--- config.mk ---
export PLATFORM = sky130hd
export DESIGN_NAME = serial_word_deserializer
export DESIGN_NICKNAME = d
export VERILOG_FILES = /design/src/rtl/serial_word_deserializer.sv
export SDC_FILE = /design/constraint.sdc
export NUM_CORES = 1
export LEC_CHECK = 0
export BUFFER_PORTS_ARGS = -buffer_cell sky130_fd_sc_hd__buf_4
export CAP_MARGIN = 20
export CORE_MARGIN = 2
export CORE_UTILIZATION = 41
export CTS_CLUSTER_DIAMETER = 120
export CTS_CLUSTER_SIZE = 24
export DETAILED_ROUTE_END_ITERATION = 16
export PLACE_DENSITY = 0.67
export SLEW_MARGIN = 20
export SYNTH_ARGS = -nofsm -noshare
export SYNTH_HDL_FRONTEND = slang
export SYNTH_SLANG_ARGS = --single-unit
--- constraint.sdc ---
create_clock -name clk -period 1.5 [get_ports clk]
set_input_delay 0.15 -clock clk [delete_from_list [all_inputs] [get_ports clk]]
set_output_delay 0.15 -clock clk [all_outputs]
set_load 0.01 [all_outputs]
--- src/rtl/serial_word_deserializer.sv ---
// Serial-to-parallel word assembler: collects qualified bits into WIDTH-bit words
// and presents each completed word on a valid/ready output register with sticky overflow.
module serial_word_deserializer #(
  parameter int unsigned WIDTH     = 8,
  parameter bit          MSB_FIRST = 1'b1
) (
  input  logic                       clk,
  input  logic                       rst_n,
  input  logic                       bit_in,
  input  logic                       bit_valid,
  input  logic                       frame_start,
  output logic [WIDTH-1:0]           word_out,
  output logic                       word_valid,
  input  logic                       word_ready,
  output logic                       overflow,
  input  logic                       clear_ovf,
  output logic [$clog2(WIDTH):0]     bit_count
);

  localparam int unsigned CW = $clog2(WIDTH) + 1;

  typedef enum logic {
    IDLE,
    COLLECT
  } state_t;

  state_t           state_q, state_d;
  logic [WIDTH-1:0] shift_q, shift_d;
  logic [WIDTH-1:0] shift_base, shifted;
  logic [CW-1:0]    count_q, count_d;
  logic             complete;
  logic [WIDTH-1:0] word_q, word_d;
  logic             valid_q, valid_d;
  logic             ovf_q, ovf_d;

  always_ff @(posedge clk or negedge rst_n) begin
    if (!rst_n) begin
      state_q <= IDLE;
      shift_q <= '0;
      count_q <= '0;
      word_q  <= '0;
      valid_q <= 1'b0;
      ovf_q   <= 1'b0;
    end else begin
      state_q <= state_d;
      shift_q <= shift_d;
      count_q <= count_d;
      word_q  <= word_d;
      valid_q <= valid_d;
      ovf_q   <= ovf_d;
    end
  end

  // frame_start discards the partial word, so the incoming bit shifts into a cleared register
  always_comb begin
    shift_base = frame_start ? '0 : shift_q;
    shifted    = MSB_FIRST ? {shift_base[WIDTH-2:0], bit_in}
                           : {bit_in, shift_base[WIDTH-1:1]};
  end

  always_comb begin
    state_d  = state_q;
    shift_d  = shift_q;
    count_d  = count_q;
    complete = 1'b0;

    if (frame_start) begin
      if (bit_valid) begin
        shift_d = shifted;
        count_d = CW'(1);
        state_d = COLLECT;
      end else begin
        shift_d = '0;
        count_d = '0;
        state_d = IDLE;
      end
    end else if (bit_valid) begin
      case (state_q)
        IDLE: begin
          shift_d = shifted;
          count_d = CW'(1);
          state_d = COLLECT;
        end
        COLLECT: begin
          if (count_q == CW'(WIDTH - 1)) begin
            complete = 1'b1;
            shift_d  = '0;
            count_d  = '0;
            state_d  = IDLE;
          end else begin
            shift_d = shifted;
            count_d = count_q + CW'(1);
          end
        end
        default: begin
          shift_d = '0;
          count_d = '0;
          state_d = IDLE;
        end
      endcase
    end
  end

  // A drop in the same cycle as clear_ovf leaves overflow set
  always_comb begin
    word_d  = word_q;
    valid_d = valid_q;
    ovf_d   = ovf_q;

    if (clear_ovf) begin
      ovf_d = 1'b0;
    end

    if (complete) begin
      if (!valid_q || word_ready) begin
        word_d  = shifted;
        valid_d = 1'b1;
      end else begin
        ovf_d = 1'b1;
      end
    end else if (valid_q && word_ready) begin
      valid_d = 1'b0;
    end
  end

  assign word_out   = word_q;
  assign word_valid = valid_q;
  assign overflow   = ovf_q;
  assign bit_count  = count_q;

endmodule
---- Word-level counts from Yosys, hierarchy flattened ----
Cells that the tools add are included.
word-level totals
  output and inout bits ................... 14
  memories ................................ 0
  latch bits .............................. 0
  word-level logic and storage cells ...... 43
  ROM bits ................................ 0
  register bits after elaboration ......... 22
  RAM bits ................................ 0
operators by class
  add/sub/neg operators ................... 1
  multiplexer cells ....................... 26
  magnitude comparators ................... 0
  divide/modulo/power cells ............... 0
  reduce and logical (&&, ||, !) cells .... 7
  equal/unequal tests ..................... 2
  shift-type cells ........................ 0
  bitwise gates (word level) .............. 1
  $mul .................................... 0
operators with widths
  kind                                                   count
  two-way mux 7 bit                                      5
  two-way mux 1 bit                                      15
  one-hot mux 7 bit (2 select lines)                     1
  two-way mux 4 bit                                      3
  one-hot mux 4 bit (2 select lines)                     1
  adder 4 x 1 -> 4 bit, second input constant            1
  == test 4 x 3 -> 1 bit, second input constant          1
  AND reduction 2 bit                                    2
  nonzero test 2 bit                                     2
  inequality test 2 x 1 -> 1 bit, second input constant  1
  one-hot mux 1 bit (2 select lines)                     1
  logical AND 1 bit                                      1
  zero test 1 bit                                        1
  logical OR 1 bit                                       1
  NOT 1 bit                                              1

---- Longest topological paths before layout ----
Gate-level depths: netlist of the first run.
  depth after elaboration ................. 7
  gate-level depth with buffers ........... 5
  gate-level depth less buffers ........... 4

---- Least setup slack after synthesis of the first run ----
Ideal clock, no wire load.
  path kind ............................... reg2reg
  start ................................... reg count_q[0], in the netlist bit_count[0]
  end ..................................... reg count_q[3], in the netlist bit_count[3]
  cell stages (with the launch flop) ...... 6
  library setup time ...................... 78 ps
  path buffers ............................ 1
  arrival time ............................ 1596 ps
  setup slack ............................. -174 ps
  cells stage by stage .................... dfrtp_1 -> ha_1 -> and3b_1 -> buf_6 -> or4_1 -> a21oi_1
between the ends
  longest elaborated chain between the ends .. 5
ends and longest elaborated chain
  element                                                         line    text
  start: declaration                                              30      logic [CW-1:0] count_q, count_d;
  start signal: assignment                                        47      count_q <= count_d;
  adder 4 x 1 -> 4 bit or == test 4 x 3 -> 1 bit (tied branches)  92, 85
  two-way mux 4 bit (*)                                           85      if (count_q == CW'(WIDTH - 1)) begin
  one-hot mux 4 bit (2 select lines) (*)                          78      case (state_q)
  two-way mux 4 bit (*)                                           77      end else if (bit_valid) begin
  two-way mux 4 bit (*)                                           67      if (frame_start) begin
Mark *: on every way between the ends. The rest lies on a longest branch, timed or not. The select of a mux whose other input is x is not followed.
A chain may end at the register's enable or synchronous reset.

---- Worst setup path after layout of the first run ----
  start ................................... reg count_q[0], in the netlist bit_count[0]
  end ..................................... reg word_q[6], in the netlist word_out[6]
between the ends
  longest elaborated chain between the ends .. 6
ends and longest elaborated chain
  element                        line  text
  == test 4 x 3 -> 1 bit         85
  two-way mux 1 bit              85
  two-way mux 1 bit              78
  two-way mux 1 bit              77
  two-way mux 1 bit              67
  AND reduction 2 bit (no line)  --
  end signal: assignment         48    word_q <= word_d;
  end: declaration               32    logic [WIDTH-1:0] word_q, word_d;
Every way passes these cells.

==> results of run 1 <==
[layout make-up]
type	count	area share
Timing Repair Buffer	30	0.176
Inverter	2	0.00570
Clock inverter	1	0.0228
Tap cell	28	0.0266
Sequential cell	22	0.418
Multi-Input combinational cell	52	0.334
Clock buffer	3	0.0171
[metrics by stage]
stage,cells,utilization
final,138,0.589
after floorplan,80,-
after CTS,138,0.583
after detailed placement,133,0.549
after global routing,138,0.589
after global placement,133,0.549
[metal layers]
layer | track usage | up-vias | wire [um]
met2 | 0.258 | 20 | 992
met1 | 0.236 | 385 | 913
li1 | - | 347 | -
met4 | 0.0427 | 0 | 21
met5 | 0 | - | 0
met3 | 0.0514 | 4 | 95
[sequential cells by signal, summed over array words and instances (netlist names)]
| signal | count |
|---|---|
| word_out | 8 |
| shift_q | 7 |
| bit_count | 4 |
| overflow | 1 |
| state_q | 1 |
| word_valid | 1 |
[kinds of logic (layout without fill, tap and decap cells)]
| logic type | Yosys count | count (layout) | synth area share |
|---|---|---|---|
| flip-flops | 22 | 22 | 0.567 |
| buffers and inverters | 6 | 36 | 0.0322 |
| AND/OR/NAND/NOR | 26 | 26 | 0.161 |
| AO/OA/AOI/OAI | 17 | 17 | 0.134 |
| adder cells (fa/ha/maj) | 1 | 1 | 0.0129 |
| multiplexers | 8 | 8 | 0.0928 |
[worst max-delay path by stage]
stage	startpoint	endpoint	slack, ns
3_5_place_dp	bit_count[0]$_DFFE_PN0P_	shift_q[4]$_DFFE_PN0P_	-0.09
4_1_cts	bit_count[0]$_DFFE_PN0P_	bit_count[3]$_DFFE_PN0P_	-0.0008
3_3_place_gp	bit_count[1]$_DFFE_PN0P_	shift_q[2]$_DFFE_PN0P_	-0.01
2_1_floorplan	bit_count[1]$_DFFE_PN0P_	bit_count[3]$_DFFE_PN0P_	-0.08
6_report	bit_count[0]$_DFFE_PN0P_	word_out[6]$_DFFE_PN0P_	-0.03
5_1_grt	bit_count[0]$_DFFE_PN0P_	shift_q[4]$_DFFE_PN0P_	-0.07
[layout by cell type, fill, tap and decap left out]
cell,count
nor2b_1,8
buf_6,1
dlygate4sd3_1,1
buf_4,28
o21ai_0,3
and2b_1,1
inv_1,2
or4_1,1
o32ai_1,1
nand4b_1,1
a211oi_4,1
a22o_1,6
ha_2,1
nand2b_1,1
a32o_1,2
a31oi_1,1
nand3_1,2
a21oi_1,3
mux2_4,8
bufinv_16,1
and3b_2,1
nand3b_1,2
nand4_4,1
dfrtp_1,22
nor2_1,4
clkbuf_4,3
nand2_1,4
[where the power goes]
group	leakage, nW	switching (mW)	internal [mW]
registers	0.300	0.00868	0.604
logic	0.326	0.0600	0.0486
clock network	0.0279	0.182	0.270
[timing repair]
action                                  in CTS  in global routing
endpoints found under the hold margin       22                  0
pin swaps                                    5                  2
resized for setup                            3                  4
buffers inserted                             0                  0
endpoints found under the setup margin      13                 14
hold buffers                                 1                  0
==> impl_metrics.csv, run 1 <==
group,metric,value,unit
outcome,outcome,"finished, violations left",
outcome,violations,"negative setup slack",
clock_network,clk_pin_slew,0.12,ns
placement,place.gp.congestion,0.768,
global_routing,grt_pass1_wl,3400,um
setup_path,r2r_start,"bit_count[0]$_DFFE_PN0P_",
clock_network,cts.path.max_buffers,2,
synthesis,synth.distinct_cells,26,
floorplan,die_w,52.7,um
setup_path,critPathArrivalTime,1.73,ns
floorplan,start_util,0.435,
finish,nFillCells,194,
route,routedWlPerCell,14.7,um
setup_path,path_delay_family,"simple AND/OR/NAND/NOR gates",
sta,worst_pin_slew,0.504,ns
route,vias,756,
floorplan,io_pins,21,
route,drtAntennaViolNets,0,
hold_path,hp-class,"in2reg",
placement,hpwl,1420,um
placement,dp_slack,-0.0919,ns
synthesis,syn-cell-area,971,um2
global_routing,overflow,0,
power,p_leak,0.653,nW
setup_path,end_kind,"flip-flop",
synthesis,syn_area_per_cell,12.1,um2
sta,rsz0062_at_grt,"true",
setup_path,start_kind,"flip-flop",
global_routing,grt_util_all_layers,0.170,
job,maxCapViolations,0,
synthesis,synth_commonest_cells,"22 x dfrtp_1, 8 x mux2_1, 8 x nor2b_1",
clock_network,cts_root_buf,"clkbuf_4",
route,totalWireLength,2020,um
synthesis,yosys.area.top_type,"dfrtp_1",
sta,max-slew-margin-rel,0.663,
floorplan,row_count,17,
synthesis,ys_seq_elements,22,
clock_network,clk_latency,0.31,ns
synthesis,ys.flop_type,"dfrtp_1",
finish,fin_area,1320,um2
setup_path,cp.depth,4,
placement,port_buffers,20,
synthesis,synth_cells,80,
sta,setup_ws,-0.0254,ns
synthesis,yosysWarnings,0,
synthesis,synth-edff-count,0,
setup_path,cp.required,1.71,ns
clock_network,cts_tree,"yes",
clock_network,htreeDepth,1,
setup_path,r2r-end,"word_out[6]$_DFFE_PN0P_",
route,dr.pass1.iters,4,
setup_path,crit_slowest_cell,"dfrtp_1",
power,p_total,1.17,mW
sta,tns,-0.191,ns
route,dr.first_iter.drc_count,12,
setup_path,worstRegToRegCells,4,
floorplan,coreArea,2230,um2
sta,fmax,0.656,GHz
setup_path,cp_cell_sequence,"ha_2 > and3b_2 > nand4_4 > mux2_4",
clock_network,numCtsBuffers,3,
finish,insertedDiodeCount,0,
hold_path,min_to,"overflow$_DFF_PN0_",
sta,setup_viol,14,
synthesis,yosysMostFrequentCell,"dfrtp_1",
finish,drive_above_1_share,0.409,
clock_network,cts.sink_count,22,
placement,postPlaceCellArea,1230,um2
synthesis,ys_async_sr_fraction,1.00,
global_routing,first_global_vias,730,
setup_path,slowest_delay,0.39,ns
route,viasPerCell,5.48,
finish,ff_latch_area,551,um2
synthesis,synthesis.nets,88,
finish,syn_to_final_growth,35.6,%
synthesis,synthTopCellsByArea,"dfrtp_1 57%, mux2_1 9.3%, a22o_1 5.4%",
route,drc,0,
setup_path,r2r_slack,-0.03,ns
floorplan,die_h,52.7,um
power,vdd_drop_max,0.685,mV
sta,hold_viol,0,
global_routing,antenna_found_initial,0,
finish,multi_input_area,439,um2
synthesis,synth_top_area_frac,0.567,
finish,nets,119,
setup_path,crit_buf_inv,0,
synthesis,ys_seq_area_frac,0.567,
power,power_density,891,nW/um2
sta,fin_crit,1.53,ns
setup_path,critical_path_class,"reg2reg",
setup_path,critPathMaxFanout,8,
sta,maxSlewViolCount,0,
floorplan,die-area,2770,um2
hold_path,whs_path_depth,2,
sta,skew,0.00365,ns
sta,timing.final.crit_share,1.02,
hold_path,hp-start,"clear_ovf",
global_routing,grt_max_degree,23,
sta,timing.hold.ws,0.00742,ns
(Power assumes the default switching activity.)
==> run 2, diff against run 1 <==
Settings changed: CTS_BUF_LIST set to sky130_fd_sc_hd__clkbuf_8.
==> run 2 against run 1 <==
  * The flow still finishes with violations (negative setup slack)
  * Via count increased by 0.66%
  * Clock-buffer cell count unchanged
  * Combinational power about the same
  * Non-clock buffer count unchanged
  * Register-to-register slack about the same
  * Critical path type unchanged
  * Largest cell class unchanged
  * Largest power group unchanged
==> impl_metrics.csv, run 2 (synthesis gave the netlist of run 1 again) <==
group,metric,value,unit
outcome,outcome,"finished, violations left",
outcome,violations,"negative setup slack",
floorplan,die_w,52.7,um
setup_path,critPathArrivalTime,1.73,ns
floorplan,start_util,0.435,
clock_network,cts_tree,"yes",
route,vias,761,
clock_network,clk_latency,0.26,ns
floorplan,coreArea,2230,um2
setup_path,critPathMaxFanout,5,
global_routing,overflow,0,
power,vdd_drop_max,0.857,mV
power,p_total,1.27,mW
route,viasPerCell,5.51,
route,drc,0,
finish,final_cells,138,
floorplan,die-area,2770,um2
sta,maxSlewViolCount,0,
finish,utilization,0.598,
setup_path,start_kind,"flip-flop",
setup_path,crit_slowest_cell,"dfrtp_1",
global_routing,grt_pass1_wl,3460,um
sta,skew,0.00299,ns
placement,dp_slack,-0.0919,ns
route,top_layer,"met4",
setup_path,path_delay_family,"compound AO/OA/AOI/OAI gates",
power,p_leak,0.661,nW
floorplan,row_count,17,
power,p_sw,0.266,mW
global_routing,first_global_vias,739,
finish,nets,119,
sta,timing.hold.ws,0.0611,ns
global_routing,grt_util_all_layers,0.172,
power,comb_power_share,0.085,
sta,timing.final.crit_share,1.02,
route,dr.pass1.iters,4,
power,power_density,955,nW/um2
sta,setup_viol,10,
global_routing,grt_max_degree,23,
sta,worst_pin_slew,0.517,ns
placement,place.gp.congestion,0.768,
route,wl_met2,1020,um
power,clockPowerShare,0.434,
global_routing,antenna_found_initial,0,
finish,nFillCells,196,
finish,layout_common_cells,"28 x buf_4, 22 x dfrtp_1, 8 x mux2_4, 8 x nor2b_1, 6 x a22o_1",
clock_network,clk_pin_slew,0.08,ns
finish,insertedDiodeCount,0,
sta,rsz0062_at_grt,"true",
power,power.sequential.fraction,0.480,
clock_network,cts.sink_count,22,
floorplan,die_h,52.7,um
placement,hpwl,1420,um
setup_path,end_kind,"flip-flop",
finish,syn_to_final_growth,37.5,%
clock_network,htreeDepth,1,
clock_network,cts.path.max_buffers,2,
setup_path,crit_buf_inv,1,
setup_path,critical_path_class,"reg2reg",
route,dr.first_iter.drc_count,16,
power,p_int,1.01,mW
sta,max-slew-margin-rel,0.654,
route,routedWlPerCell,14.8,um
placement,dp_cells,133,
setup_path,cp.required,1.71,ns
clock_network,cts_root_buf,"clkbuf_8",
floorplan,io_pins,21,
clock_network,numCtsBuffers,3,
finish,largest_reg_flops,8,
route,dr_wl_met3,117,um
sta,fin_crit,1.52,ns
route,drtAntennaViolNets,0,
setup_path,cp_cell_sequence,"ha_2 > and3b_2 > buf_6 > a211oi_4 > a22o_1",
power,power_switching_share,0.208,
route,wl_met1,900,um
placement,port_buffers,20,
clock_network,postCtsSetupBuffers,0,
hold_path,hp-class,"in2reg",
finish,final_common_cell,"buf_4",
finish,drive_above_1_share,0.409,
route,totalWireLength,2050,um
setup_path,slowest_delay,0.40,ns
sta,fmax,0.657,GHz
job,maxCapViolations,0,
sta,hold_viol,0,
sta,setup_ws,-0.0231,ns
run 2: changes by cell type in the layout (fill, tap and decap cells not counted):
| cell | delta |
|---|---|
| clkbuf_4 | -3 |
| clkbuf_8 | +3 |
run 2: what timing repair did:
action                                  CTS  global route
endpoints found under the hold margin    22             0
gates resized for setup                   2             5
endpoints found under the setup margin   13            14
pin swaps                                 4             6
hold buffers                              1             0
run 2: through the flow:
stage | instance area, um2 | TNS (ns)
floorplan | 997 | -0.633
global placement | 1230 | -0.0548
detailed placement | 1230 | -0.692
CTS | 1320 | 0
global route | 1340 | -0.678
finish | 1340 | -0.108
run 2: power groups by stage:
stage               clock (mW)  combinational [mW]  sequential, mW
detailed placement           0               0.105           0.624
floorplan                    0              0.0436           0.626
finish                   0.554               0.109           0.612
CTS                      0.563               0.110           0.612
global placement             0               0.101           0.623
global route             0.582               0.121           0.613
run 2: path summary, 6_finish.rpt:
check	from	to	slack, ns	cells after the start
setup / recovery	bit_count[0]$_DFFE_PN0P_	shift_q[3]$_DFFE_PN0P_	-0.02	5
hold / removal	clear_ovf	overflow$_DFF_PN0_	0.06	2
setup reg to reg	bit_count[0]$_DFFE_PN0P_	shift_q[3]$_DFFE_PN0P_	-0.02	5
hold reg to reg	word_out[3]$_DFFE_PN0P_	word_out[3]$_DFFE_PN0P_	0.51	1
max in group asynchronous	rst_n	shift_q[4]$_DFFE_PN0P_	0.98	2
min in group asynchronous	rst_n	bit_count[2]$_DFFE_PN0P_	0.30	2
run 2: final cells by class:
class | instances | area (um2) | area share
Inverter | 2 | 7.51 | 0.00562
Multi-Input combinational cell | 52 | 439 | 0.329
Tap cell | 28 | 35.0 | 0.0262
Sequential cell | 22 | 551 | 0.412
Clock buffer | 3 | 41.3 | 0.0309
Timing Repair Buffer | 30 | 231 | 0.173
Clock inverter | 1 | 30.0 | 0.0225
run 2: layer usage:
layer / up-vias / GRT usage
met2: 27 / 0.267
met1: 384 / 0.229
li1: 348 / -
met4: 0 / 0.0556
met5: - / 0
met3: 2 / 0.0543
==> run 3, diff against run 2 <==
Settings changed: ABC_AREA set to 1, PLACE_DENSITY 0.67 to 0.66.
==> run 3 against run 2 <==
  * The run now ends clean
  * Via count grew 15%
  * Critical path type unchanged
  * Area after synthesis grew 13%
  * Utilization shrank 7.0 points
  * Critical endpoint is now word_out[7]$_DFFE_PN0P_
  * Cell area shrank 1.2%
==> impl_metrics.csv, run 3 <==
group,metric,value,unit
sta,tns,0,ns
global_routing,overflow,0,
synthesis,synth_commonest_cells,"41 x nand2_1, 22 x dfrtp_1, 14 x inv_1",
floorplan,row_count,18,
finish,layout_common_cells,"41 x nand2_1, 24 x buf_4, 22 x dfrtp_1",
clock_network,clk_latency,0.26,ns
finish,syn_to_final_growth,20.3,%
setup_path,end_kind,"flip-flop",
sta,worst_pin_slew,0.312,ns
route,vias,875,
global_routing,first_global_vias,894,
clock_network,post_cts_resized,0,
synthesis,ys_seq_area_frac,0.502,
finish,largest_reg_flops,8,
hold_path,hp-class,"in2reg",
setup_path,r2r_slack,0.19,ns
floorplan,coreArea,2500,um2
route,dr.pass1.iters,6,
synthesis,synth_cells,124,
clock_network,cts_root_buf,"clkbuf_8",
sta,max-slew-margin-rel,0.792,
finish,final_common_cell,"nand2_1",
global_routing,grt_max_degree,23,
setup_path,cp.required,1.65,ns
sta,hold_viol,0,
floorplan,die_w,55.7,um
synthesis,ys_seq_elements,22,
floorplan,die_h,55.7,um
placement,port_buffers,20,
clock_network,cts.sink_count,22,
synthesis,ys_async_sr_fraction,1.00,
floorplan,io_pins,21,
route,drc,0,
setup_path,critPathArrivalTime,1.46,ns
route,viasPerCell,4.92,
power,vdd_drop_max,0.403,mV
finish,drive_above_1_share,0.270,
floorplan,die-area,3100,um2
setup_path,start_kind,"flip-flop",
sta,setup_viol,0,
setup_path,critical_path_class,"reg2reg",
power,power_density,863,nW/um2
synthesis,synth_top_area_frac,0.502,
synthesis,ys.flop_type,"dfrtp_1",
placement,hpwl,1580,um
synthesis,syn_area_per_cell,8.84,um2
synthesis,yosysMostFrequentCell,"nand2_1",
sta,timing.final.crit_share,0.872,
clock_network,htreeDepth,1,
route,totalWireLength,2030,um
finish,multi_input_area,424,um2
sta,setup_ws,0.191,ns
global_routing,antenna_found_initial,0,
synthesis,synthesis.nets,132,
synthesis,synth-edff-count,0,
sta,skew,0.00466,ns
clock_network,ctsHoldBuffers,1,
power,p_leak,0.716,nW
finish,nets,157,
placement,dp_slack,0.203,ns
synthesis,syn-cell-area,1100,um2
sta,fin_crit,1.31,ns
sta,fmax,0.764,GHz
job,maxCapViolations,0,
global_routing,grt_pass1_wl,3870,um
sta,rsz0062_at_grt,"false",
sta,maxSlewViolCount,0,
finish,ff_latch_area,551,um2
clock_network,cts.path.max_buffers,2,
clock_network,numCtsBuffers,3,
synthesis,synthTopCellsByArea,"dfrtp_1 50%, nand2_1 14%, nand4_1 5.1%",
global_routing,grt_util_all_layers,0.153,
route,routedWlPerCell,11.4,um
clock_network,clk_pin_slew,0.08,ns
sta,timing.hold.ws,0.137,ns
route,dr.first_iter.drc_count,14,
clock_network,postCtsSetupBuffers,0,
clock_network,cts_tree,"yes",
setup_path,critPathMaxFanout,8,
synthesis,yosys.area.top_type,"dfrtp_1",
route,drtAntennaViolNets,0,
placement,place.gp.congestion,0.750,
finish,insertedDiodeCount,0,
outcome,outcome,"finished, final reports clean",
finish,nFillCells,252,
floorplan,start_util,0.438,
synthesis,synth.distinct_cells,20,
synthesis,yosysWarnings,0,
run 3: cell count changes after synthesis, moves of 5 or more:
cell     before  now
mux2_1        8    0
a22o_1        6    0
nor2b_1       8    0
nand4_1       0    9
o22ai_1       0    5
inv_1         2   14
nand2_1       4   41
run 3: cell families (layout without fill, tap and decap cells):
logic type	after synthesis	after routing	share of synthesized area
AO/OA/AOI/OAI	9	9	0.0502
adder cells (fa/ha/maj)	1	1	0.0114
buffers and inverters	21	45	0.111
flip-flops	22	22	0.502
AND/OR/NAND/NOR	71	71	0.325
run 3: final cells by class:
type	instances	area share
timing repair buffer	25	0.144
sequential	22	0.417
inverter	16	0.0465
tap	30	0.0285
multi-input combinational	81	0.322
clock buffer	4	0.0417
run 3: worst paths after layout:
path	start	endpoint	depth (start not counted)
worst min-delay path	clear_ovf	overflow$_DFF_PN0_	4
min in group asynchronous	rst_n	word_out[7]$_DFFE_PN0P_	2
worst max register to register	bit_count[1]$_DFFE_PN0P_	word_out[7]$_DFFE_PN0P_	6
worst min register to register	word_out[3]$_DFFE_PN0P_	word_out[3]$_DFFE_PN0P_	2
max in group asynchronous	rst_n	word_out[2]$_DFFE_PN0P_	2
worst max-delay path	bit_count[1]$_DFFE_PN0P_	word_out[7]$_DFFE_PN0P_	6
run 3: routing by layer:
layer | global-route usage | vias up | part of all wire
met1 | 0.208 | 409 | 0.48
met2 | 0.248 | 20 | 0.47
li1 | - | 444 | -
met4 | 0.0453 | 0 | 0.0039
met3 | 0.0279 | 2 | 0.049
met5 | 0 | - | 0
run 3: report_power, final:
group / leakage, nW / switching (mW) / internal (mW)
Combinational: 0.388 / 0.0624 / 0.0400
Sequential: 0.300 / 0.00991 / 0.604
Clock: 0.0288 / 0.188 / 0.234
run 3: critical path, stage by stage (launching register included):
cell     delay [ns]
dfrtp_1        0.42
ha_1           0.20
nand2_2        0.11
nor2_4         0.15
nand3_2        0.17
nand2_1        0.10
nand2_1        0.05
run 3: through the flow:
stage	instance area (um2)	total power, mW	utilization	std cells
after global routing	1320	1.19	0.528	178
after CTS	1320	1.15	0.528	178
final	1320	1.14	0.528	178
after detailed placement	1250	0.728	0.502	173
after floorplan	1100	0.684	-	124
after global placement	1250	0.725	0.502	173
